**config.mk**
```make
export PLATFORM = sky130hd
export DESIGN_NAME = demuxb_reg
export DESIGN_NICKNAME = d
export VERILOG_FILES = /design/src/rtl/demuxb_reg.sv
export SDC_FILE = /design/constraint.sdc
export NUM_CORES = 1
export LEC_CHECK = 0
export BUFFER_PORTS_ARGS = -buffer_cell sky130_fd_sc_hd__buf_2
export CAP_MARGIN = 20
export CORE_ASPECT_RATIO = 1.25
export CORE_MARGIN = 1.5
export CORE_UTILIZATION = 53
export DETAILED_ROUTE_END_ITERATION = 8
export MAX_ROUTING_LAYER = met4
export PLACE_DENSITY = 0.78
export SYNTH_ARGS = -nofsm -noshare
export SYNTH_HDL_FRONTEND = slang
export SYNTH_SLANG_ARGS = --single-unit
```
**constraint.sdc**
```tcl
create_clock -name clk -period 2.5 [get_ports clk]
set_input_delay 0.5 -clock clk [delete_from_list [all_inputs] [get_ports clk]]
set_output_delay 0.5 -clock clk [all_outputs]
set_load 0.02 [all_outputs]
```
**src/rtl/demuxb_reg.sv**
```systemverilog
// rtl/demuxb_reg.sv - registered 1:2 demultiplexer with a 2-entry FIFO and delivered-word counter per channel
module demuxb_reg #(
    parameter int W  = 4,
    parameter int CW = 8
) (
    input  logic          clk,
    input  logic          rst_n,
    input  logic          in_valid,
    output logic          in_ready,
    input  logic [W-1:0]  in_data,
    input  logic          in_sel,
    output logic          y0_valid,
    input  logic          y0_ready,
    output logic [W-1:0]  y0_data,
    output logic          y1_valid,
    input  logic          y1_ready,
    output logic [W-1:0]  y1_data,
    output logic [CW-1:0] cnt0,
    output logic [CW-1:0] cnt1
);

    logic [1:0]    occ  [2];
    logic [W-1:0]  head [2];
    logic [W-1:0]  tail [2];
    logic [CW-1:0] cnt  [2];
    logic [1:0]    push;
    logic [1:0]    pop;
    logic [1:0]    y_ready;

    assign y_ready = {y1_ready, y0_ready};

    // Readiness looks only at the selected channel's registered occupancy;
    // a full channel refuses even if it is being popped this cycle.
    assign in_ready = in_sel ? (occ[1] != 2'd2) : (occ[0] != 2'd2);

    always_comb begin
        push = '0;
        pop  = '0;
        push = {in_valid && in_ready && in_sel, in_valid && in_ready && !in_sel};
        pop  = {(occ[1] != 2'd0) && y_ready[1], (occ[0] != 2'd0) && y_ready[0]};
    end

    always_ff @(posedge clk or negedge rst_n) begin
        if (!rst_n) begin
            for (int k = 0; k < 2; k++) begin
                occ[k]  <= 2'd0;
                head[k] <= '0;
                tail[k] <= '0;
                cnt[k]  <= '0;
            end
        end else begin
            for (int k = 0; k < 2; k++) begin
                if (pop[k])
                    cnt[k] <= cnt[k] + 1'b1;
                case ({push[k], pop[k]})
                    2'b10: begin
                        if (occ[k] == 2'd0)
                            head[k] <= in_data;
                        else
                            tail[k] <= in_data;
                        occ[k] <= occ[k] + 2'd1;
                    end
                    2'b01: begin
                        if (occ[k] == 2'd2)
                            head[k] <= tail[k];
                        occ[k] <= occ[k] - 2'd1;
                    end
                    // Push with pop only happens at occupancy 1, so the new word becomes head.
                    2'b11: head[k] <= in_data;
                    default: ;
                endcase
            end
        end
    end

    assign y0_valid = (occ[0] != 2'd0);
    assign y1_valid = (occ[1] != 2'd0);
    assign y0_data  = head[0];
    assign y1_data  = head[1];
    assign cnt0     = cnt[0];
    assign cnt1     = cnt[1];

endmodule

```
Yosys cells after proc, flatten, opt, wreduce, memory -nomap -nowiden
Cells that the tools add are included.
{ "totals": {"register_bits": 36, "latch_bits": 0, "ram_bits": 0, "rom_bits": 0, "inputBits": 10, "out_inout_bits": 27, "wordCells": 57, "mem_count": 0} }
{ "op_classes": {"n_addsub": 6, "n_mul": 0, "div": 0, "order_cmp": 0, "n_eq_ne": 14, "n_shift": 0, "mux": 9, "n_bitwise": 2, "n_reduce_logical": 18} }
{ "op_table": {"columns": ["op", "n"], "rows": [
  ["one-hot mux 4 bit (3 select lines)", 2],
  ["adder 8 x 1 -> 8 bit (second input constant)", 2],
  ["2-to-1 mux 4 bit", 4],
  ["== test 2 bit (second input constant)", 6],
  ["inequality test 2 bit (second input constant)", 6],
  ["one-hot mux 2 bit (2 select lines)", 2],
  ["nonzero test 2 bit", 4],
  ["AND reduction 3 bit", 2],
  ["nonzero test 3 bit", 2],
  ["logical AND 1 bit", 5],
  ["adder 2 x 1 -> 2 bit (second input constant)", 2],
  ["== test 2 x 1 -> 1 bit (second input constant)", 2],
  ["zero test 2 bit", 2],
  ["AND reduction 2 bit", 2],
  ["subtractor 2 x 1 -> 2 bit (second input constant)", 2],
  ["inverter 1 bit", 2],
  ["zero test 1 bit", 1],
  ["2-to-1 mux 1 bit", 1]
]} }

Logic depth before layout (Yosys ltp)
{ "depth": {"word_depth": 7, "depth_mapped": 8, "ltp_nobuf": 7} }

Worst setup path before layout
Ideal clock, no wire load.
{ "synth_timing": {"path_kind": "flip-flop to flip-flop", "from": "register occ[0] (netlist bit)", "to": "register head (netlist bit y1_data[0])", "setup_time_ns": 0.125, "t_arrival_ns": 1.766, "t_required_ns": 2.375, "slack_ns": 0.609, "path_stages_with_launch": 9, "path_buffers": 2, "synth_period_minus_slack_ns": 1.891, "path_cell_list": "dfrtp_1 buf_6 o21ai_2 inv_2 ha_1 buf_2 nor3_1 a21oi_2 mux2_2"} }
{ "synth_between": {"elab_cells_between_ends": 16, "cone_classes": "7 x eq/ne; 2 x mux; 7 x reduce/logical"} }
{ "synth_rtl": {"columns": ["item", "line_no", "source"], "rows": [
  ["start: declaration", "22", "logic [1:0] occ [2];"],
  ["start signal: indexed assignment", "61", "occ[k] <= occ[k] + 2'd1;"],
  ["start signal: indexed assignment", "66", "occ[k] <= occ[k] - 2'd1;"],
  ["nonzero test 2 bit (*)", "40", "pop = {(occ[1] != 2'd0) && y_ready[1], (occ[0] != 2'd0) && y_ready[0]};"],
  ["logical AND 1 bit (*)", "40", null],
  ["via pop[1]", "27", "logic [1:0] pop;"],
  ["== test 2 x 1 -> 1 bit or == test 2 bit (tied branches)", "55", "case ({push[k], pop[k]})"],
  ["inequality test 2 bit (no source line) or nonzero test 3 bit (tied branches)", null, null],
  ["AND reduction 3 bit (no source line)", null, null],
  ["end signal: indexed assignment", "58", "head[k] <= in_data;"],
  ["end signal: indexed assignment", "65", "head[k] <= tail[k];"],
  ["end signal: indexed assignment", "69", "2'b11: head[k] <= in_data;"],
  ["end: declaration", "23", "logic [W-1:0] head [2];"]
]} }
Mark *: on every way through the listed nets, which the timed path passes. The rest lies on a longest branch.
A chain may end at the register's enable or synchronous reset.

Final worst setup path
{ "layout_timing": {"from": "register occ[2] (netlist bit)", "to": "register head (netlist bit y0_data[0])"} }
{ "layout_between": {"elab_chain_len": 7, "elab_cells_between_ends": 16, "cone_classes": "7 x eq/ne; 2 x mux; 7 x reduce/logical"} }
{ "layout_lines": {"columns": ["item", "line_no", "source"], "rows": [
  ["inequality test 2 bit", "34", "assign in_ready = in_sel ? (occ[1] != 2'd2) : (occ[0] != 2'd2);"],
  ["2-to-1 mux 1 bit", "34", null],
  ["logical AND 1 bit (2 in a row)", "39", "push = {in_valid && in_ready && in_sel, in_valid && in_ready && !in_sel};"],
  ["== test 2 x 1 -> 1 bit or == test 2 bit (tied branches)", "55", null],
  ["inequality test 2 bit (no source line) or nonzero test 3 bit (tied branches)", null, null],
  ["AND reduction 3 bit (no source line)", null, null]
]} }
Parallel ways exist; a longest one is shown, timed or not.

==> results.json <==
{
  "slew_viol_final": 0,
  "cts_sinks": 36,
  "syn_avg_cell_area_um2": 12.28,
  "rsz0062_at_grt": "false",
  "p_sw_mw": 1.076,
  "synth_largest_area_cell": "dfrtp_1",
  "start_kind": "register",
  "drtIter0Drc": 18,
  "clkPwrFrac_pct": 18.1,
  "finalCritPeriodShare_pct": 83.96,
  "gp_congestion": 0.7297,
  "crit_path_end_kind": "register",
  "cts_buffers": 5,
  "drtPass1Iterations": 4,
  "via_count": 1175,
  "startpoint": "occ[2]$_DFFE_PN0P_",
  "p_int_mw": 1.695,
  "io_buffers": 36,
  "power_mw": 2.770,
  "nets": 200,
  "yosysUniqueCellTypes": 22,
  "clockBufferDepth": 2,
  "fin_crit_ns": 2.099,
  "arrival_ns": 2.27,
  "final-seq-area_um2": 900.9,
  "crit_required_ns": 2.68,
  "root_buffer": "clkbuf_8",
  "htreeDepth": 2,
  "insertion_delay_ns": 0.29,
  "finalWirelength_um": 2968,
  "switching_share_pct": 38.83,
  "netlist.area_leader.share_pct": 51.28,
  "holdWs_ns": 0.2865,
  "fmax_mhz": 476.4,
  "ir_drop_mv": 0.8465,
  "grt_remaining_overflow": 0,
  "crit_fanout": 7,
  "synth_nets": 161,
  "critical_path_class": "register to register",
  "leakagePower_nw": 1.020,
  "fin_skew_ns": 0.003212,
  "finalSetupTns_ns": 0,
  "status": "completed",
  "antenna_cells": 0,
  "synth_edf_count": 0,
  "fin_util_pct": 64.63,
  "wl_per_cell_um": 13.49,
  "ys_ff_latch": 36,
  "dieWidth_um": 54.50,
  "grtUsageTotal_pct": 19.45,
  "yosys-top-cells-count": "36 x dfrtp_1, 25 x mux2_2, 12 x nand2_1, 10 x xnor2_1, 10 x xor2_1",
  "postSynthCellCount": 143,
  "r2r_start": "occ[2]$_DFFE_PN0P_",
  "maxCapViolations": 0,
  "async_flop_share_pct": 100.0,
  "rrSetupSlack_ns": 0.40,
  "die_h_um": 67.37,
  "multi_input_area_um2": 814.5,
  "synth_area_um2": 1757,
  "grt_pass1_wl_um": 4850,
  "first_global_vias": 1101,
  "p_comb_share_pct": 42.4,
  "dpl.hpwl_um": 2193,
  "cts_resized": 0,
  "antenna_left": 0,
  "fp.coreArea_um2": 3194,
  "synth-main-ff-cell": "dfrtp_1",
  "cts_tree": "built",
  "drc": 0,
  "ys_top_cells_by_area": "dfrtp_1 51%, mux2_2 16%, ha_1 5.7%",
  "nFillCells": 264,
  "initial_utilization_pct": 54.99,
  "die_area_um2": 3671,
  "ys.warnings.count": 0,
  "area_delta_synth_final_pct": 17.52,
  "postCtsHoldBufs": 0,
  "num_rows": 23,
  "finalSetupViolCount": 0,
  "antenna_found_initial": 0,
  "maxSlewHeadroom_pct": 47.83,
  "seq_power_share_pct": 39.5,
  "worst_slew_pin_slew_ns": 0.7826,
  "synth.most_common_cell": "dfrtp_1",
  "drive_gt1_share_pct": 42.62,
  "ios": 37,
  "cellPowerDensity_nw_per_um2": 1342,
  "viasPerCell": 5.341,
  "ys_seq_area_share_pct": 51.28,
  "hold_class": "input pin to asynchronous set/reset pin",
  "grt_max_degree": 37,
  "cts_setup_buffers": 0,
  "hold_viol": 0,
  "path_clk_slew_ns": 0.07
}
-- registers in the layout, indices dropped and copies added, names as in the netlist --
register / count
cnt0: 8
cnt1: 8
occ: 4
tail: 8
y0_data: 4
y1_data: 4
-- layout by cell type (no fill, tap or decap), types with 3 or more instances in the layout --
master / instances
dfrtp_1: 36
buf_2: 36
mux2_2: 25
nand2_1: 12
xor2_1: 10
xnor2_1: 10
ha_1: 8
nor3_1: 6
nand4_1: 6
clkbuf_8: 5
nor2_1: 4
nand3_1: 3
-- final timing paths --
| path | cells past startpoint | endpoint |
|---|---|---|
| hold reg to reg | 1 | cnt1[7]$_DFFE_PN0P_ |
| min in group clk | 1 | cnt1[7]$_DFFE_PN0P_ |
| hold / removal | 1 | cnt1[4]$_DFFE_PN0P_ |
| setup / recovery | 6 | y0_data[0]$_DFFE_PN0P_ |
| max in group asynchronous | 1 | tail[4]$_DFFE_PN0P_ |
| setup reg to reg | 6 | y0_data[0]$_DFFE_PN0P_ |
-- area by class of cell --
type | instances | area share [%]
Clock inverter | 2 | 1.697
Clock buffer | 6 | 3.515
Tap cell | 37 | 2.242
Multi-Input combinational cell | 99 | 39.45
Inverter | 4 | 0.7273
Timing Repair Buffer | 36 | 8.727
Sequential cell | 36 | 43.64
-- cell families after synthesis --
kind of cell / count (synthesis) / share of synthesized area (%)
simple gates: 40 / 11.54
mux: 27 / 17.17
buf+inv: 8 / 2.350
flops: 36 / 51.28
xor+xnor: 20 / 9.971
compound gates: 4 / 1.995
fa+ha+maj: 8 / 5.698
-- power groups by stage --
stage          logic [mW]  clock network (mW)  registers (mW)
4_1_cts              1.20               0.511            1.10
5_1_grt              1.29               0.533            1.14
6_report             1.17               0.501            1.09
3_5_place_dp         1.19                   0            1.10
3_3_place_gp         1.17                   0            1.09
2_1_floorplan       0.734                   0            1.24
-- stage by stage --
step	instance area [um2]	setup WS (ns)	cells
final	2064	0.4011	220
after global routing	2064	0.2591	220
after CTS	2064	0.3535	220
after detailed placement	1957	0.3783	212
after global placement	1957	0.3920	212
after floorplan	1757	0.6092	143
-- metal layers --
layer  global-route usage [%]  wire length [um]
met5                        -                 0
met4                    11.25                76
met3                    5.752               153
met2                    30.12              1467
met1                    21.93              1271
-- worst max-delay path: stages (launching register included) --
cell	delay, ns
dfrtp_1	0.46
or2b_1	0.27
nand3b_1	0.14
ha_1	0.35
mux2i_1	0.14
a21oi_2	0.26
mux2_2	0.37
Note: power is estimated with default switching activity, not from simulation.
